===== src/rtl/imem_loader_pkg.sv =====
// ============================================================================
//  imem_loader_pkg
//  Shared constants and FSM encoding for the instruction-memory loader.
//  Rev 1.0
// ============================================================================
`default_nettype none

package imem_loader_pkg;

  localparam int          IM_DEPTH       = 1024;
  localparam int          IM_AW          = 10;
  localparam int          WORD_COUNT_W   = 11;
  localparam logic [31:0] FETCH_RESET_PC = 32'h0000_3000;

  typedef enum logic [1:0] {
    IDLE  = 2'd0,
    RECV  = 2'd1,
    WRITE = 2'd2,
    DONE  = 2'd3
  } state_t;

endpackage

`default_nettype wire


===== src/rtl/imem_loader_if.sv =====
// ============================================================================
//  imem_loader_if
//  Byte-stream input and instruction-memory write bus of the loader.
//  Rev 1.0
// ============================================================================
`default_nettype none

interface imem_loader_if #(
  parameter int IM_AW = 10
);
  logic             byte_valid;
  logic [7:0]       byte_data;
  logic             byte_ready;
  logic             im_we;
  logic [IM_AW-1:0] im_addr;
  logic [31:0]      im_wdata;

  // master is the loader; slave is the byte source plus memory
  modport master (
    input  byte_valid, byte_data,
    output byte_ready, im_we, im_addr, im_wdata
  );

  modport slave (
    output byte_valid, byte_data,
    input  byte_ready, im_we, im_addr, im_wdata
  );
endinterface

`default_nettype wire


===== src/rtl/imem_loader_byte_packer.sv =====
// ============================================================================
//  byte_packer
//  Big-endian 4-byte shift register with a 2-bit byte counter.
//  Rev 1.0
// ============================================================================
`default_nettype none

module byte_packer (
  input  logic        clk,
  input  logic        reset,
  input  logic        clear,
  input  logic        shift_en,
  input  logic [7:0]  byte_in,
  output logic [31:0] word,
  output logic        word_full
);

  logic [1:0] r_byte_cnt;

  always_ff @(posedge clk or negedge reset) begin
    if (!reset) begin
      word       <= '0;
      r_byte_cnt <= '0;
    end else if (clear) begin
      word       <= '0;
      r_byte_cnt <= '0;
    end else if (shift_en) begin
      word       <= {word[23:0], byte_in};
      r_byte_cnt <= r_byte_cnt + 2'd1;
    end
  end

  // High on the shift that completes a word; the counter wraps back to 0.
  assign word_full = shift_en && (r_byte_cnt == 2'd3);

endmodule

`default_nettype wire


===== src/rtl/imem_loader.sv =====
// ============================================================================
//  imem_loader
//  Loads a big-endian byte stream into instruction memory, holding the CPU.
//  Rev 1.0
// ============================================================================
`default_nettype none

module imem_loader #(
  parameter int IM_DEPTH = imem_loader_pkg::IM_DEPTH,
  parameter int IM_AW    = imem_loader_pkg::IM_AW
) (
  input  logic                clk,
  input  logic                reset,
  input  logic                start,
  input  logic                abort,
  input  logic [10:0]         word_count,
  imem_loader_if.master       bus,
  output logic                busy,
  output logic                done,
  output logic                cpu_hold,
  output logic [31:0]         checksum
);

  import imem_loader_pkg::*;

  localparam int CNT_W = IM_AW + 1;

  state_t           r_state;
  state_t           w_next_state;
  logic [CNT_W-1:0] r_count;
  logic [CNT_W-1:0] w_start_count;
  logic [IM_AW-1:0] r_index;
  logic [31:0]      w_word;
  logic             w_word_full;
  logic             w_start_ok;
  logic             w_abort_ok;
  logic             w_accept;
  logic             w_last_word;
  logic             w_byte_ready;
  logic             w_im_we;
  logic             w_busy;
  logic             w_done;
  logic             w_cpu_hold;

  assign w_start_ok  = start && ((r_state == IDLE) || (r_state == DONE));
  assign w_abort_ok  = abort && ((r_state == RECV) || (r_state == WRITE));
  // byte_ready is only high in RECV, so abort there blocks acceptance
  assign w_accept    = bus.byte_ready && bus.byte_valid && !abort;
  assign w_last_word = ({1'b0, r_index} == (r_count - CNT_W'(1)));

  always_comb begin
    if (32'(word_count) > 32'(IM_DEPTH)) begin
      w_start_count = CNT_W'(IM_DEPTH);
    end else begin
      w_start_count = CNT_W'(word_count);
    end
  end

  byte_packer u_packer (
    .clk       (clk),
    .reset     (reset),
    .clear     (w_start_ok || w_abort_ok),
    .shift_en  (w_accept),
    .byte_in   (bus.byte_data),
    .word      (w_word),
    .word_full (w_word_full)
  );

  always_comb begin
    w_next_state = r_state;
    case (r_state)
      IDLE, DONE: begin
        if (start) begin
          w_next_state = (w_start_count == '0) ? DONE : RECV;
        end
      end
      RECV: begin
        if (abort) begin
          w_next_state = IDLE;
        end else if (w_word_full) begin
          w_next_state = WRITE;
        end
      end
      WRITE: begin
        if (abort) begin
          w_next_state = IDLE;
        end else if (w_last_word) begin
          w_next_state = DONE;
        end else begin
          w_next_state = RECV;
        end
      end
      default: w_next_state = IDLE;
    endcase
  end

  // Outputs are decoded from the next state so they can be registered
  // alongside the state and line up with it.
  always_comb begin
    w_byte_ready = (w_next_state == RECV);
    w_im_we      = (w_next_state == WRITE);
    w_busy       = (w_next_state == RECV) || (w_next_state == WRITE);
    w_done       = (w_next_state == DONE);
    w_cpu_hold   = (w_next_state != DONE);
  end

  always_ff @(posedge clk or negedge reset) begin
    if (!reset) begin
      r_state        <= IDLE;
      bus.byte_ready <= 1'b0;
      bus.im_we      <= 1'b0;
      busy           <= 1'b0;
      done           <= 1'b0;
      cpu_hold       <= 1'b1;
    end else begin
      r_state        <= w_next_state;
      bus.byte_ready <= w_byte_ready;
      bus.im_we      <= w_im_we;
      busy           <= w_busy;
      done           <= w_done;
      cpu_hold       <= w_cpu_hold;
    end
  end

  always_ff @(posedge clk or negedge reset) begin
    if (!reset) begin
      r_count  <= '0;
      r_index  <= '0;
      checksum <= '0;
    end else if (w_start_ok) begin
      r_count  <= w_start_count;
      r_index  <= '0;
      checksum <= '0;
    end else if (r_state == WRITE) begin
      // the strobe is already out in this cycle, so the word counts as written
      checksum <= checksum ^ w_word;
      if (!abort && !w_last_word) begin
        r_index <= r_index + IM_AW'(1);
      end
    end
  end

  assign bus.im_addr  = r_index;
  assign bus.im_wdata = w_word;

endmodule

`default_nettype wire


===== src/flat_wrapper.sv =====
// flat-port wrapper written by rule: the top's interface ports become plain ports
module imem_loader_flat import imem_loader_pkg::*;
#(
  parameter int IM_DEPTH = imem_loader_pkg::IM_DEPTH,
  parameter int IM_AW    = imem_loader_pkg::IM_AW
)
  (clk, reset, start, abort, word_count, busy, done, cpu_hold, checksum, bus_byte_valid, bus_byte_data, bus_byte_ready, bus_im_we, bus_im_addr, bus_im_wdata);
  imem_loader_if #(.IM_AW(IM_AW)) bus_i ();
  input  logic clk;
  input  logic reset;
  input  logic start;
  input  logic abort;
  input  logic [10:0] word_count;
  output logic busy;
  output logic done;
  output logic cpu_hold;
  output logic [31:0] checksum;
  input wire logic [$bits(bus_i.byte_valid)-1:0] bus_byte_valid;
  input wire logic [$bits(bus_i.byte_data)-1:0] bus_byte_data;
  output wire logic [$bits(bus_i.byte_ready)-1:0] bus_byte_ready;
  output wire logic [$bits(bus_i.im_we)-1:0] bus_im_we;
  output wire logic [$bits(bus_i.im_addr)-1:0] bus_im_addr;
  output wire logic [$bits(bus_i.im_wdata)-1:0] bus_im_wdata;
  assign bus_i.byte_valid = bus_byte_valid;
  assign bus_i.byte_data = bus_byte_data;
  assign bus_byte_ready = bus_i.byte_ready;
  assign bus_im_we = bus_i.im_we;
  assign bus_im_addr = bus_i.im_addr;
  assign bus_im_wdata = bus_i.im_wdata;
  imem_loader #(.IM_DEPTH(IM_DEPTH), .IM_AW(IM_AW)) u_core (.clk(clk), .reset(reset), .start(start), .abort(abort), .word_count(word_count), .bus(bus_i), .busy(busy), .done(done), .cpu_hold(cpu_hold), .checksum(checksum));
endmodule

===== config.mk =====
export PLATFORM = sky130hd
export DESIGN_NAME = imem_loader_flat
export DESIGN_NICKNAME = d
export VERILOG_FILES = /design/src/rtl/imem_loader_pkg.sv /design/src/rtl/imem_loader_if.sv /design/src/rtl/imem_loader_byte_packer.sv /design/src/rtl/imem_loader.sv /design/src/flat_wrapper.sv
export SDC_FILE = /design/constraint.sdc
export NUM_CORES = 1
export LEC_CHECK = 0
export ABC_AREA = 1
export CORE_MARGIN = 10
export CORE_UTILIZATION = 35
export CTS_BUF_LIST = sky130_fd_sc_hd__clkbuf_2 sky130_fd_sc_hd__clkbuf_4 sky130_fd_sc_hd__clkbuf_8
export CTS_CLUSTER_DIAMETER = 80
export CTS_CLUSTER_SIZE = 20
export DETAILED_ROUTE_END_ITERATION = 8
export PLACE_DENSITY_LB_ADDON = 0.15
export REMOVE_ABC_BUFFERS = 1
export SYNTH_ARGS = -nofsm -noshare
export SYNTH_HDL_FRONTEND = slang
export SYNTH_SLANG_ARGS = --single-unit

===== constraint.sdc =====
create_clock -name clk -period 1.9 [get_ports clk]
set_input_delay 0.19 -clock clk [delete_from_list [all_inputs] [get_ports clk]]
set_output_delay 0.19 -clock clk [all_outputs]
set_load 0.005 [all_outputs]

==> impl.org, run 1 <==
** Status
- Run status :: finished clean

** Detailed routing
- In this run the remaining antenna-violating nets after routing total 0.
- Drt total wl :: 12800 um
- Summing over every cut layer, the via total after detailed routing is 4132.
- Wire length per cell after detailed routing :: 14.6 um
- Post-DR vias/cell :: 4.73
- The first routing iteration left 227 violations.
- The first TritonRoute pass finished after 6 iterations.
- Drt drc :: 0

** STA
- Final Slew Violations :: 0
- For the final database, setup skew stands at 0.0111 ns.
- The routed design could run at a clock period as short as 1.81 ns.
- Summed negative setup slack over all endpoints :: 0 ns
- At the pin with the least slew margin, the transition time is 0.610 ns.
- The worst pin sits at a relative slew slack of 0.593.
- Setup repair after global routing could not meet its margin everywhere.
- Highest clock frequency the design can meet :: 551 MHz
- The final-report hold violation count was 0.
- Number of setup violations in the final report :: 0
- In the finished design, the share of the clock period the worst path needs comes to 0.955.

** Setup path
- Origin of the worst setup path :: u_core.r_count[1]
- Capturing instance or port of the critical path :: u_core.busy
- Data on the critical path arrives at its endpoint at 2.07 ns.
- Kind of critical path :: reg2reg
- End of the worst register-to-register path :: u_core.busy
- Register-to-Register Setup Slack :: 0.09 ns
- Of all nets on the critical path, the largest fanout is 4.
- Critical Path Sink Type :: flop
- STA classifies the critical path startpoint as a flop.
- Worst EP required :: 2.16 ns
- Counting cells, the worst reg-to-reg path comes to 12.
- The worst register-to-register path begins at u_core.r_count[1].

** Place
- Post-DP HPWL :: 9450 um
- Weighted congestion at the end of routability-driven global placement :: 0.836
- Number of port buffers :: 102
- After detailed placement, the total cell area comes to 6070 sq um.
- The number of placed instances, taps included, is 853.

** Clocking
- CTS placed an instance of sky130_fd_sc_hd__clkbuf_8 at the clock tree root.
- The H-tree generated during clock tree synthesis spans 3 levels.
- The clock passes through at most 2 buffers.
- For the worst-skew pair, the clock arrives at the later sink with an insertion delay of 0.36 ns.
- Clk sink count :: 94
- Buffers inserted during clock tree synthesis total 9.
- TritonCTS built the clock tree.
- Clock-pin slew was measured on the worst setup and hold paths at 0.10 ns.

** Synth
- Post-synthesis simple-gate area fraction :: 0.270
- Yosys printed 0 warnings.
- In the post-synthesis netlist, the biggest area contributors are sky130_fd_sc_hd__dfrtp_1 (51%), sky130_fd_sc_hd__nand2_1 (10%), sky130_fd_sc_hd__nand3_1 (8.1%).
- sky130_fd_sc_hd__nand2_1 is the most common cell in the netlist.
- By area, the combinational part of the netlist is dominated by simple AND/OR/NAND/NOR gates.
- Yosys mapped a number of flops with a built-in enable equal to 0.
- Post-synthesis area per instance :: 8.17 sq um
- Sequential cell area fraction in the yosys report :: 0.514
- Of the total synthesized cell area, the portion taken by XOR and XNOR cells is 0.0306.
- Share of the synthesized area in the top cell type :: 0.509
- The commonest cells after synthesis are sky130_fd_sc_hd__nand2_1 (123), sky130_fd_sc_hd__dfrtp_1 (93), sky130_fd_sc_hd__nand3_1 (74).
- Summed over all instances, the cell type with the most area after synthesis is sky130_fd_sc_hd__dfrtp_1.
- The number of different library cells used by synthesis comes to 26.
- In the synthesized netlist the dominant register cell turns out to be sky130_fd_sc_hd__dfrtp_1.
- Async set-or-reset flop fraction in the synthesized netlist :: 1.00
- After synthesis the netlist holds a flip-flop and latch count of 94.
- Mux cell area share after synthesis :: 0
- Post-synthesis instance area :: 4580 sq um
- After technology mapping, the gate count stands at 560.
- Share of synthesized cell area in full adder, half adder and majority cells :: 0.0219
- The synthesized-area fraction occupied by ao, oa, aoi and oai cells is 0.0982.

** Global routing
- Overflow left after global routing :: 0
- Via count of the first global-routing pass :: 4205
- Across every metal layer, demand over resource in global routing totals 0.144.
- Largest net degree at the start of global routing :: 65
- Wire length of the first global-routing pass :: 21300 um
- The initial antenna violation count was 0.

** Floorplan
- The floorplan step defined a die boundary enclosing 18000 sq um.
- Die height :: 134 um
- Number of I/O pins :: 103
- Width of the die :: 134 um
- After floorplanning, the core was divided into 41 placement rows.
- Effective utilization at floorplan :: 0.360
- Core footprint :: 12700 sq um

** Flow run
- Max-cap violations in this run came to 0.

** Pwr
- Power spread over the standard cell area amounts to 1250 nW/um^2.
- In this run the static leakage power is 0.00301 uW.
- Maximum vdd drop :: 649 uV

** Final layout
- Compared with the post-synthesis result, the final layout area differs by 41.2%.
- Number of fill cells :: 1255
- In the final design database the tool counted 729 nets.
- Summing all non-filler instances in the final layout gives an area of 6460 sq um.
- Final std cells w/o fill :: 874
- Fraction of layout instances using a drive strength above 1 :: 0.165
- Number of inserted diodes :: 0

** Min path
- Min-delay worst type :: in2async
-- routing by layer --
layer | share of wire | up-vias | GRT usage
met4 | 0.0087 | 0 | 0.0514
met1 | 0.45 | 1962 | 0.179
li1 | - | 2100 | -
met2 | 0.50 | 62 | 0.239
met5 | 0 | - | 0
met3 | 0.042 | 8 | 0.0325
-- worst min path at each step --
stage	start	endpoint	slack (ns)	depth (start not counted)
floorplan	reset	u_core.bus.byte_ready	-0.11	0
global placement	reset	u_core.bus.im_we	0.11	1
detailed placement	reset	u_core.bus.im_we	0.11	1
CTS	reset	u_core.u_packer.word[5]	0.25	2
global route	reset	u_core.u_packer.word[9]	0.28	2
finish	reset	u_core.u_packer.word[9]	0.26	2
-- report_power, final --
group          internal [uW]  switching [uW]  leakage (uW)
clock network            685             716      0.000108
logic                   1680            2350       0.00163
registers               2330             316       0.00128
total                   4690            3380       0.00301
-- critical path, stage by stage (launching register included) --
cell and delay, ns:
sky130_fd_sc_hd__dfrtp_1 0.36, sky130_fd_sc_hd__inv_2 0.05, sky130_fd_sc_hd__ha_4 0.27, sky130_fd_sc_hd__xor2_2 0.13
sky130_fd_sc_hd__nand2_1 0.07, sky130_fd_sc_hd__nor2_2 0.11, sky130_fd_sc_hd__nand2_1 0.07, sky130_fd_sc_hd__nor2_2 0.10
sky130_fd_sc_hd__nand4_1 0.12, sky130_fd_sc_hd__nand3_2 0.11, sky130_fd_sc_hd__nand2_4 0.07, sky130_fd_sc_hd__inv_4 0.06
sky130_fd_sc_hd__ha_4 0.18
-- logic make-up after synthesis --
logic type / after synthesis
AOI/OAI and AO/OA: 87
xor gates and xnor gates: 16
adders and majority gates: 8
buffers and inverters: 76
and+or+nand+nor: 279
DFF: 94
-- layout make-up --
cell class,count,area [sq um],area share
Clock buffer,12,153,0.0236
Clock inverter,4,56.3,0.00871
Inverter,52,200,0.0310
Multi-Input combinational cell,390,2060,0.319
Sequential cell,94,2360,0.365
Tap cell,172,215,0.0333
Timing Repair Buffer,150,1420,0.220
-- state kept, by name, summed over array words and instances, names as in the netlist, 2 cells and up --
register,count
u_core.bus.im_addr,10
u_core.checksum,32
u_core.r_count,11
u_core.r_state,2
u_core.u_packer.r_byte_cnt,2
u_core.u_packer.word,32
-- cells in the final DEF, fill, tap and decap left out --
cell type,n
sky130_fd_sc_hd__xor2_2,1
sky130_fd_sc_hd__nand2_2,16
sky130_fd_sc_hd__clkbuf_4,2
sky130_fd_sc_hd__bufinv_16,1
sky130_fd_sc_hd__o21ai_2,1
sky130_fd_sc_hd__xor2_1,8
sky130_fd_sc_hd__clkinv_4,2
sky130_fd_sc_hd__inv_1,45
sky130_fd_sc_hd__nand3b_1,4
sky130_fd_sc_hd__o21ai_1,6
sky130_fd_sc_hd__ha_2,1
sky130_fd_sc_hd__dfrtp_1,91
sky130_fd_sc_hd__nand3_1,73
sky130_fd_sc_hd__nand4_1,6
sky130_fd_sc_hd__o21bai_2,1
sky130_fd_sc_hd__dfrtp_2,2
sky130_fd_sc_hd__inv_6,1
sky130_fd_sc_hd__nor2_2,5
sky130_fd_sc_hd__o22ai_1,6
sky130_fd_sc_hd__nor2_4,5
sky130_fd_sc_hd__nand3_2,6
sky130_fd_sc_hd__clkbuf_8,10
sky130_fd_sc_hd__ha_1,4
sky130_fd_sc_hd__buf_12,3
sky130_fd_sc_hd__nand2_4,3
sky130_fd_sc_hd__buf_4,45
sky130_fd_sc_hd__xnor2_1,7
sky130_fd_sc_hd__inv_4,2
sky130_fd_sc_hd__dlygate4sd3_1,1
sky130_fd_sc_hd__nor3_1,3
sky130_fd_sc_hd__o21ai_0,39
sky130_fd_sc_hd__nand2_1,107
sky130_fd_sc_hd__dfstp_2,1
sky130_fd_sc_hd__inv_2,5
sky130_fd_sc_hd__clkdlybuf4s50_1,101
sky130_fd_sc_hd__a21oi_1,34
sky130_fd_sc_hd__nor2_1,51
sky130_fd_sc_hd__ha_4,3
-- what timing repair did --
| item | in CTS | in global routing |
|---|---|---|
| hold buffers | 1 | 0 |
| resized for setup | 8 | 36 |
| pin swaps | 7 | 15 |
| endpoints found under the hold margin | 20 | 0 |
| setup endpoints to repair | 10 | 25 |
| buffers inserted | 2 | 2 |
-- per-stage QoR --
step | util | setup slack, ns | total power, uW | hold WS (ns)
3_5_place_dp | 0.477 | -0.258 | 6210 | 0.114
3_3_place_gp | 0.477 | -0.148 | 6120 | 0.114
2_1_floorplan | - | -0.884 | 4650 | -0.106
5_1_grt | 0.508 | -0.0591 | 8740 | 0.281
6_report | 0.508 | 0.0855 | 8070 | 0.260
4_1_cts | 0.498 | 0.00656 | 7800 | 0.251
Note: power is estimated with default switching activity, not from simulation.
==> run 2: changes to the inputs <==
--- a/config.mk
+++ b/config.mk
@@ -12,7 +12,6 @@
 export CTS_CLUSTER_DIAMETER = 80
 export CTS_CLUSTER_SIZE = 20
 export DETAILED_ROUTE_END_ITERATION = 8
-export PLACE_DENSITY_LB_ADDON = 0.15
 export REMOVE_ABC_BUFFERS = 1
 export SYNTH_ARGS = -nofsm -noshare
 export SYNTH_HDL_FRONTEND = slang
==> run 2 against run 1 <==
Compared with the run above: sequential share of layout area rose by 0.16 points; first-iteration DRC count rose by 21%; sequential cell count did not move; global-route usage down 0.075 points; final area decreased by 0.45%; setup slack worse by 0.050 ns; via count grew 2.0%; combinational power about the same; count of clock-buffer cells in the layout fell by 2; highest routed layer unchanged.
==> impl.org, run 2 (synthesis results as in run 1) <==
** Status
- Run status :: finished clean

** Global routing
- The met3 usage in global routing was 0.0314 (-0.00112).
- The met2 track demand over resource was 0.241 (+0.00192).
- The layer flagged by global routing as most heavily used is met2.
- Via count of the first global-routing pass :: 4237 (+0.76%)
- The total routing usage reported by global routing was 0.143 (-0.000751).
- Number of antenna violations at the first check in global routing :: 0 (unchanged)
- Met1 demand-to-capacity share in global routing :: 0.172 (-0.00717)
- Wire length of the first global-routing pass :: 21200 um (-0.42%)
- Largest net degree at the start of global routing :: 65 (unchanged)
- The remaining global-route overflow is 0 (unchanged).

** Detailed routing
- Router iterations before antenna repair :: 4 (-2)
- Total via count in the routed design :: 4213 (+2.0%)
- Wire length per cell after detailed routing :: 14.7 um (+0.32%)
- Number of nets with antenna violations after routing :: 0 (unchanged)
- The final wirelength came to 12800 um (+0.43%).
- The final routed DRC violation total came to 0 (unchanged).
- Post-DR vias/cell :: 4.81 (+1.8%)
- Initial detailed-routing violation count :: 275 (+21%)

** STA
- The final-report hold violation count came to 0 (unchanged).
- Number of setup violations in the final report :: 0 (unchanged)
- The headroom to the max-slew limit came to 0.598 (+0.00504).
- The largest clock skew in the final design was 0.0102 ns (-0.000923 ns).
- The final critical-path required period is 1.86 ns (+0.0500 ns).
- Final period utilization :: 0.981 (+0.0263)
- RSZ-0062 raised after global routing :: true
- The worst hold margin came to 0.321 ns (+0.0609 ns).
- The number of pins exceeding their max-slew limit in the final report is 0 (unchanged).
- The smallest setup slack after layout came to 0.0355 ns (-0.0500 ns).
- The worst-margin pin slew is 0.603 ns (-0.00755 ns).
- Highest clock frequency the design can meet :: 536 MHz (-2.7%)

** Final layout
- The register area came to 2360 sq um (unchanged).
- Multi-input logic area :: 2030 sq um (-1.6%)
- Largest registers ranked by flip-flop count :: u_core.checksum x32, u_core.u_packer.word x32, u_core.r_count x11
- Layout Area Growth over Synthesis :: 40.6%
- Commonest cells after routing, fill and taps aside :: sky130_fd_sc_hd__nand2_1 (116), sky130_fd_sc_hd__clkdlybuf4s50_1 (101), sky130_fd_sc_hd__dfrtp_1 (91), sky130_fd_sc_hd__nand3_1 (74), sky130_fd_sc_hd__nor2_1 (51)
- Number of inserted diodes :: 0 (unchanged)
- The number of nets at the end of the flow is 730 (+0.14%).
- The core utilization of the finished layout was 0.506 (-0.00226).
- Leaving out fill and tap cells, the most frequent cell in the layout is sky130_fd_sc_hd__nand2_1.
- The share of cells above drive strength 1 came to 0.151 (-0.0145).
- Post-layout instance area :: 6430 sq um (-0.45%)
- Number of fill cells :: 1259 (+0.32%)

** Setup path
- The instance count on the critical path was 12 (unchanged).
- Critical Path Sink Type :: flop
- FF-to-FF path depth :: 12 (unchanged)
- The required time of the critical path was 2.17 ns (about the same).
- Family of cells with the greatest summed delay on the critical path :: simple AND/OR/NAND/NOR gates
- Worst Path Arrival :: 2.14 ns (+0.07 ns)
- Startpoint type of the worst setup path :: flop
- The slowest stage of the critical path belongs to the cell sky130_fd_sc_hd__dfrtp_1.
- Max incr delay on CP :: 0.39 ns (+0.03 ns)
- Walking the worst path, the cells encountered are inv_2 > ha_4 > xor2_1 > nand2_1 > nor2_2 > nand2_1 > nor2_2 > nand4_1 > nand3_1 > nand2_2 > inv_2 > ha_4.
- Kind of critical path :: reg2reg
- Critical path buffers and inverters :: 2 (unchanged)
- The biggest fanout along the worst timing path came to 2 (-2).

** Floorplan
- The standard-cell row count is 41 (unchanged).
- The floorplan die height was 134 um (unchanged).
- Effective utilization at floorplan :: 0.360 (unchanged)
- The I/O pin total came to 103 (unchanged).
- Floorplan die area :: 18000 sq um (unchanged)
- Core footprint :: 12700 sq um (unchanged)
- The chip width was 134 um (unchanged).

** Place
- Number of port buffers :: 102 (unchanged)
- The post-place instance area came to 6060 sq um (-0.12%).
- The worst setup timing slack at the placement stage was -0.156 ns (+0.102 ns).
- The total half-perimeter wirelength after legalization and detailed placement is 9570 um (+1.3%).
- The weighted congestion at the end of routability-driven global placement came to 0.847 (+1.3%).

** Clocking
- The latest clock arrival within the worst-skew pair is 0.38 ns (+0.02 ns).
- The cell sitting at the root of the clock tree is a sky130_fd_sc_hd__clkbuf_8.
- The number of H-tree levels is 3 (unchanged).
- Clk sink count :: 94 (unchanged)
- Clock Pin Slew Worst Setup and Hold Paths :: 0.09 ns (about the same)
- Clock tree from TritonCTS :: done
- Clock tree buffer depth :: 2 (unchanged)
- CTS buffer count :: 9 (unchanged)

** Flow run
- Max-cap violation count :: 0 (unchanged)

** Pwr
- The reported leakage power is 0.00300 uW (-0.55%).
- The maximum VDD drop was 692 uV (+6.6%).
- Ratio of total power to cell area :: 1250 nW/um^2 (+0.15%)

** Min path
- Min-delay worst type :: in2async
==> run 2: path summary, 6_finish.rpt <==
check	startpoint	end	slack, ns
hold reg to reg	u_core.u_packer.r_byte_cnt[0]	u_core.u_packer.r_byte_cnt[0]	0.48
setup / recovery	u_core.r_count[1]	u_core.busy	0.04
hold / removal	reset	u_core.r_count[9]	0.32
max in group asynchronous	reset	u_core.u_packer.word[21]	0.95
min in group clk	bus_byte_data[6]	u_core.u_packer.word[6]	0.40
setup reg to reg	u_core.r_count[1]	u_core.busy	0.04
==> run 2: where the power goes <==
part	leakage [uW]	total, uW	switching (uW)	internal (uW)
logic	0.00162	4050	2350	1690
registers	0.00128	2630	305	2330
clock network	0.000102	1370	736	634
total	0.00300	8050	3390	4650
==> run 2: what timing repair did <==
| item | 4_1_cts | 5_1_grt |
|---|---|---|
| endpoints found under the setup margin | 12 | 50 |
| gates resized for setup | 5 | 35 |
| pin swaps | 1 | 15 |
| hold buffers | 1 | 0 |
| setup buffers | 0 | 2 |
| endpoints found under the hold margin | 33 | 0 |
| gates cloned | 0 | 2 |
==> run 2: per-layer routing <==
layer / wire length [um] / vias to the layer above
met4: 265 / 0
met1: 5480 / 2028
met3: 582 / 14
met5: 0 / -
met2: 6510 / 73
li1: - / 2098
==> run 2: per-stage QoR <==
step	instances	TNS (ns)	total power [uW]
after floorplan	536	-43.22	4650
after global placement	854	-0.0928	6140
after detailed placement	854	-0.589	6240
after CTS	871	0	7710
after global routing	875	-0.343	8760
final	875	0	8050
==> run 2: layout make-up <==
| cell class | instances | share of cell area |
|---|---|---|
| clock buffer | 10 | 0.0204 |
| clock inverter | 6 | 0.0111 |
| inverter | 52 | 0.0311 |
| multi-input combinational | 391 | 0.316 |
| sequential | 94 | 0.366 |
| tap | 172 | 0.0334 |
| timing repair buffer | 149 | 0.221 |
| timing repair inverter | 1 | 0.00117 |
==> run 2: worst register-to-register path, cell delays in order, from the launching register on <==
cell                      delay, ns
sky130_fd_sc_hd__dfrtp_1       0.39
sky130_fd_sc_hd__inv_2         0.08
sky130_fd_sc_hd__ha_4          0.20
sky130_fd_sc_hd__xor2_1        0.14
sky130_fd_sc_hd__nand2_1       0.08
sky130_fd_sc_hd__nor2_2        0.13
sky130_fd_sc_hd__nand2_1       0.07
sky130_fd_sc_hd__nor2_2        0.11
sky130_fd_sc_hd__nand4_1       0.11
sky130_fd_sc_hd__nand3_1       0.12
sky130_fd_sc_hd__nand2_2       0.07
sky130_fd_sc_hd__inv_2         0.07
sky130_fd_sc_hd__ha_4          0.19
==> run 3: changes to the inputs <==
--- a/config.mk
+++ b/config.mk
@@ -7,11 +7,13 @@
 export LEC_CHECK = 0
 export ABC_AREA = 1
 export CORE_MARGIN = 10
-export CORE_UTILIZATION = 35
+export CORE_UTILIZATION = 51
 export CTS_BUF_LIST = sky130_fd_sc_hd__clkbuf_2 sky130_fd_sc_hd__clkbuf_4 sky130_fd_sc_hd__clkbuf_8
 export CTS_CLUSTER_DIAMETER = 80
 export CTS_CLUSTER_SIZE = 20
 export DETAILED_ROUTE_END_ITERATION = 8
+export DONT_BUFFER_PORTS = 1
+export PLACE_DENSITY = 0.69
 export REMOVE_ABC_BUFFERS = 1
 export SYNTH_ARGS = -nofsm -noshare
 export SYNTH_HDL_FRONTEND = slang
==> run 3 against run 2 <==
Compared with the run above: the flow now finishes with violations (negative hold slack); critical path type unchanged; total power fell by 6.5%; count of clock-buffer cells in the layout decreased by 1; combinational power decreased by 13%; global-route usage is 3.4 points higher; sequential share of layout area increased by 7.5 points; final area fell by 17%; register-to-register slack got worse by 0.02 ns; first-iteration DRC count increased by 4.0%.
==> impl.org, run 3 (synthesis results as in run 1) <==
** Status
- The flow ran to the end, but the final reports show violations.
- Violated checks :: negative hold slack

** Clocking
- The deepest clock path buffer count was 2 (unchanged).
- TritonCTS built the clock tree.
- Source-to-sink clock delay at the later pin of the worst-skew pair :: 0.37 ns (about the same)
- Maximum level of the CTS H-tree :: 3 (unchanged)
- The tree is rooted in a sky130_fd_sc_hd__clkbuf_8.
- Quantity of hold-fixing buffers added after cts :: 17 (+16)
- CTS buffer count :: 9 (unchanged)
- The number of sinks on the clock net was 94 (unchanged).
- The clock transition at the registers of the reported paths is 0.10 ns (about the same).

** Floorplan
- Floorplan row count :: 34 (-17%)
- The floorplan die height was 115 um (-15%).
- The chip width came to 115 um (-15%).
- Effective utilization at floorplan :: 0.525 (+0.165)
- The I/O pin total came to 103 (unchanged).
- The full die area was 13200 sq um (-27%).
- Core footprint :: 8720 sq um (-31%)

** Detailed routing
- Post-DR vias/cell :: 5.49 (+14%)
- Met2 Routed Length :: 5690 um (-12%)
- Routed wire length on met3 :: 1130 um (+94%)
- The initial DRC count was 286 (+4.0%).
- Number of nets with antenna violations after routing :: 0 (unchanged)
- The average detailed-routed wire length per instance came to 16.8 um (+15%).
- The detailed-route via count was 3895 (-7.5%).
- The final routed DRC violation total is 0 (unchanged).
- The number of optimization iterations in the first detailed-route pass was 4 (unchanged).
- The final wirelength was 12000 um (-6.8%).
- Met1 WL :: 4990 um (-9.0%)
- Uppermost metal layer occupied by signal nets :: met4

** STA
- Shortest period the worst path allows :: 1.89 ns (+0.0244 ns)
- Highest clock frequency the design can meet :: 529 MHz (-1.3%)
- The smallest setup slack after layout is 0.0111 ns (-0.0244 ns).
- Worst rel slew slack :: 0.589 (-0.00960)
- Final hold violations :: 94 (+94)
- Transition time of the tightest slew-check pin :: 0.617 ns (+0.0144 ns)
- Final Slew Violations :: 0 (unchanged)
- The worst hold margin is -0.488 ns (-0.809 ns).
- Clock Skew :: 0.0107 ns (+0.000499 ns)
- Final period utilization :: 0.994 (+0.0128)
- Setup repair after global routing could not meet its margin everywhere.
- Number of setup violations in the final report :: 0 (unchanged)

** Place
- The post-place instance area came to 4830 sq um (-20%).
- The total half-perimeter wirelength after legalization and detailed placement was 8320 um (-13%).
- Number of port buffers :: 0 (-100%)
- Worst setup slack after placement :: -0.0499 ns (+0.106 ns)
- Weighted congestion at the end of routability-driven global placement :: 0.861 (+1.7%)

** Setup path
- The worst setup path is launched from a flop.
- End of the worst register-to-register path :: u_core.bus.im_addr[1]
- Max incr delay on CP :: 0.40 ns (about the same)
- Among cell families on the critical path, the largest total delay comes from simple AND/OR/NAND/NOR gates.
- The worst setup path is captured at a flop.
- FF-to-FF path depth :: 13 (+1)
- Critical path buffers and inverters :: 2 (unchanged)
- Cell chain of the critical path :: inv_2 > ha_4 > xor2_1 > nand2_1 > nor2_1 > nand2_1 > nor2_2 > nand3_1 > nand2_2 > nand2_4 > buf_6 > nand3_2 > nand2_1
- The setup path with the least slack is of type reg2reg.
- The slack of the worst reg-to-reg path was 0.01 ns (-0.02 ns).
- The startpoint identified for the worst register-to-register timing path is u_core.r_count[1].
- The biggest fanout along the worst timing path was 7 (+5).
- Worst Path Arrival :: 2.14 ns (about the same)
- Counting stages on the worst path, the most repeated cell is sky130_fd_sc_hd__nand2_1.
- The required time of the critical path was 2.16 ns (about the same).
- The slowest stage of the critical path belongs to the cell sky130_fd_sc_hd__dfrtp_1.

** Global routing
- Overflow left after global routing :: 0 (unchanged)
- Via count of the first global-routing pass :: 3777 (-11%)
- Largest net degree at the start of global routing :: 95 (+46%)
- Overall fraction of global-route tracks in use :: 0.177 (+0.0344)
- The initial antenna violation count is 0 (unchanged).
- The first-pass GRT wire length is 19300 um (-9.2%).

** Pwr
- The maximum VDD drop was 1000 uV (+45%).
- Static Leak :: 0.00263 uW (-12%)
- The post-layout total power came to 7520 uW (-6.5%).
- Ratio of total power to cell area :: 1410 nW/um^2 (+13%)

** Final layout
- Fraction of layout instances using a drive strength above 1 :: 0.150 (-0.00128)
- Number of inserted diodes :: 0 (unchanged)
- Commonest cells after routing, fill and taps aside :: sky130_fd_sc_hd__nand2_1 (117), sky130_fd_sc_hd__dfrtp_1 (90), sky130_fd_sc_hd__nand3_1 (73), sky130_fd_sc_hd__nor2_1 (51), sky130_fd_sc_hd__inv_1 (45)
- Number of fill cells :: 740 (-41%)
- The largest registers in the layout are u_core.checksum x32, u_core.u_packer.word x32, u_core.r_count x11.
- Layout Utilization :: 0.613 (+0.107)
- Final Net Count :: 629 (-14%)
- Leading cell type in the layout, fill and taps excluded :: sky130_fd_sc_hd__nand2_1
- The cell area after layout came to 5340 sq um (-17%).
- Layout Area Growth over Synthesis :: 16.8%

** Flow run
- The max-capacitance violation count came to 0 (unchanged).

** Min path
- The worst hold path belongs to the class in2async.
run 3: cell types whose count changed in the layout (fill, tap and decap cells not counted), sizes merged:
cell           previous run  this run
buf                      47        33
inv                      53        57
clkdlybuf4s50           101         0
clkinv                    3         2
dlygate4sd3               1        17
nand2                   127       126
clkbuf                   10         9
bufinv                    1         0
clkinvlp                  2         0
run 3: per-stage QoR:
stage                     std cells  hold WS (ns)  setup TNS, ns
after floorplan                 536        -0.106         -43.22
after global placement          672       -0.0999              0
after detailed placement        672        -0.101         -0.136
after CTS                       705        -0.501              0
after global routing            710        -0.517          -1.07
final                           710        -0.488              0
run 3: worst max path at each step:
stage | startpoint | endpoint | slack (ns) | cells after the start
after detailed placement | u_core.r_count[1] | u_core.busy | -0.05 | 15
after global placement | u_core.r_count[1] | u_core.busy | 0.04 | 15
after global routing | u_core.r_count[1] | u_core.bus.im_addr[1] | -0.09 | 16
after CTS | u_core.r_count[1] | u_core.busy | 0.008 | 13
final | u_core.r_count[1] | u_core.bus.im_addr[1] | 0.01 | 13
after floorplan | u_core.r_state[0] | u_core.u_packer.word[0] | -0.88 | 7
run 3: routing by layer:
metal	vias to the layer above	GRT usage
met1	1862	0.224
met5	-	0
li1	1898	-
met2	119	0.284
met4	0	0.0454
met3	16	0.0639
run 3: final cells by class:
type                            instances  area (sq um)  area share
Clock inverter                          7          62.6      0.0117
Tap cell                              108           135      0.0253
Clock buffer                            9           124      0.0232
Multi-Input combinational cell        390          2010       0.376
Timing Repair Buffer                   50           453      0.0848
Inverter                               52           200      0.0375
Sequential cell                        94          2360       0.441
run 3: power by group:
part | switching (uW) | internal (uW)
Clock | 795 | 510
Sequential | 355 | 2330
Combinational | 2190 | 1340
run 3: repair_timing:
action                                  4_1_cts  5_1_grt
cloned                                        0        0
hold endpoints to repair                    111       94
endpoints found under the setup margin        9       34
setup buffers                                 0        5
pin swaps                                     5       15
resized for setup                             9       25
run 3: worst reg2reg max path, cell delays in order (launching register included):
cell and delay (ns):
sky130_fd_sc_hd__dfrtp_1 0.40, sky130_fd_sc_hd__inv_2 0.09, sky130_fd_sc_hd__ha_4 0.20, sky130_fd_sc_hd__xor2_1 0.14, sky130_fd_sc_hd__nand2_1 0.08, sky130_fd_sc_hd__nor2_1 0.13, sky130_fd_sc_hd__nand2_1 0.09, sky130_fd_sc_hd__nor2_2 0.10
sky130_fd_sc_hd__nand3_1 0.10, sky130_fd_sc_hd__nand2_2 0.09, sky130_fd_sc_hd__nand2_4 0.11, sky130_fd_sc_hd__buf_6 0.16, sky130_fd_sc_hd__nand3_2 0.05, sky130_fd_sc_hd__nand2_1 0.05
==> RTL edit, RTL diff (settings of run 2) <==
`IM_AW` is set to 10 in 2 places; all go to 8.
--- a/src/rtl/imem_loader_pkg.sv
+++ b/src/rtl/imem_loader_pkg.sv
@@ -8,7 +8,7 @@
 package imem_loader_pkg;
 
   localparam int          IM_DEPTH       = 1024;
-  localparam int          IM_AW          = 10;
+  localparam int          IM_AW          = 8;
   localparam int          WORD_COUNT_W   = 11;
   localparam logic [31:0] FETCH_RESET_PC = 32'h0000_3000;
 
--- a/src/rtl/imem_loader_if.sv
+++ b/src/rtl/imem_loader_if.sv
@@ -6,7 +6,7 @@
 `default_nettype none
 
 interface imem_loader_if #(
-  parameter int IM_AW = 10
+  parameter int IM_AW = 8
 );
   logic             byte_valid;
   logic [7:0]       byte_data;
Interface: changed (resized bus_im_addr); port bits go from 103 to 101. The function was not compared with the original's and may differ.
==> RTL edit against run 2 <==
Global-route usage up 0.061 points. Sequential power down 3%. Cell area down 6.1%. Synthesized area down 4.9%. Routed wire length down 2.8%. Setup slack worse by 0.024 ns. Sequential share of layout area up 0.67 points. Die area down 4.2%. Total power down 5.0%. Sequential cell count down 4. Largest cell class unchanged. Largest power group unchanged.
==> RTL edit: results (changes against run 2) <==
GP Congestion = 0.8309 (-1.9%)
leading cell types by count after synthesis = nand2_1, dfrtp_1, nand3_1, nor2_1, inv_1
Seq/Total Area, Yosys = 51.80% (+0.36 points)
Vias = 3960 (-6.0%)
post-DR vias/cell = 4.829 (+0.30%)
layout cells sized above 1 = 15.49% (+0.41 points)
biggest regs = u_core.checksum x32, u_core.u_packer.word x32, u_core.r_count x9
CP endpoint = u_core.bus.im_addr[2]
Max FO, Critical Path = 7 (+5)
min Tclk post-route = 1.888 ns (+0.02394 ns)
Lkg Pwr = 0.002807 uW (-6.4%)
Worst Reg2Reg Path Length in Cells = 16 (+4)
number of buffers created by CTS = 9 (unchanged)
reg2reg end = u_core.bus.im_addr[2]
Least-Margin Pin Slew = 0.6041 ns (+0.001361 ns)
VDD IR max = 679.3 uV (-1.9%)
Worst R2R Setup Slack = 0.01 ns (-0.02 ns)
port bufs = 100 (-2.0%)
skew final = 0.01529 ns (+0.005099 ns)
Syn Area/Cell = 8.287 um2 (+1.4%)
Synth area leaders = dfrtp_1, nand2_1, nand3_1
vias in the first global route = 4129 (-2.5%)
Netlist cell types = 29 (+12%)
RR Startpoint = u_core.r_count[0]
DP HPWL = 8.902 mm (-7.0%)
GRT Overall Usage = 14.37% (+0.061 points)
total placed cells including tap cells = 800 (-6.3%)
Total Nets Final = 679 (-7.0%)
routed length per instance = 15.22 um (+3.8%)
first-pass GRT wire length = 21.07 mm (-0.62%)
dpl ws = -0.1086 ns (+0.04735 ns)
DR iter-0 viols = 257 (-6.5%)
drt pass-1 iters = 4 (unchanged)
outcome = finished clean
fill count = 1146 (-9.0%)
==> RTL edit: cell types whose count changed after synthesis, sizes merged, moves of 2 or more <==
cell    change
clkbuf     -12
buf         +8
nand3       -7
o31ai       +7
xnor2       -6
o21ai       -5
dfrtp       -4
nand3b      -4
xor2        -4
inv         -3
o22ai       -3
a21oi       +2
nor2        -2
==> RTL edit: logic make-up (layout without fill, tap and decap cells) <==
group	Yosys count	in the layout	share of synthesized area (%)
adder cells (fa/ha/maj)	8	8	2.301
buffers and inverters	69	195	6.212
XOR/XNOR	6	6	1.381
AO/OA/AOI/OAI	87	87	11.27
AND/OR/NAND/NOR	265	266	27.04
flip-flops	90	90	51.80
==> RTL edit: repair_timing <==
action                                  CTS  global route
gates resized for setup                   4            24
endpoints found under the setup margin    6            35
hold endpoints to repair                 40             0
pin swaps                                 3            11
buffers inserted                          1             1
hold buffers                              1             0
cloned                                    0             1
==> RTL edit: per-layer routing <==
| layer | track usage [%] | part of all wire (%) | vias to the layer above |
|---|---|---|---|
| li1 | - | - | 1961 |
| met1 | 17.53 | 45 | 1890 |
| met2 | 23.46 | 48 | 101 |
| met3 | 6.136 | 7.1 | 8 |
| met4 | 2.225 | 0.49 | 0 |
| met5 | 0 | 0 | - |
==> RTL edit: where the power goes <==
part | switching (uW) | leakage (uW) | internal (uW)
clock network | 708 | 0.000102 | 630
registers | 313 | 0.00123 | 2230
logic | 2270 | 0.00147 | 1490
==> RTL edit: layout make-up <==
cell class	count	area, um2	area share [%]
timing repair buffer	130	1242	20.56
multi-input combinational	367	1949	32.26
tap	168	210.2	3.478
clock inverter	6	67.56	1.118
inverter	49	188.9	3.126
sequential	90	2253	37.29
clock buffer	10	131.4	2.174
==> RTL edit: per-stage QoR <==
stage | instance area (um2) | power (uW) | TNS (ns) | hold slack [ns] | utilization (%)
floorplan | 4264 | 4528 | -14.74 | -0.1056 | -
global placement | 5690 | 5913 | -0.05265 | 0.2456 | 46.98
detailed placement | 5690 | 5987 | -0.2128 | 0.2436 | 46.98
CTS | 5924 | 7403 | 0 | 0.3718 | 48.92
global route | 6043 | 8276 | -0.7792 | 0.3817 | 49.90
finish | 6043 | 7645 | 0 | 0.3715 | 49.90
==> RTL edit: worst max-delay path: stages (launching register included) <==
cell and delay, ns:
dfrtp_1 0.38, inv_2 0.06, ha_4 0.27, inv_2 0.03, nand2_2 0.04, nand2_1 0.05
nor2_1 0.08, nand2_1 0.07, nor2_2 0.11, nand2_2 0.07, nor2_4 0.13, buf_6 0.12
nand2_8 0.06, nand2_8 0.09, nand2_8 0.09, nand2_4 0.08, o21ai_2 0.04
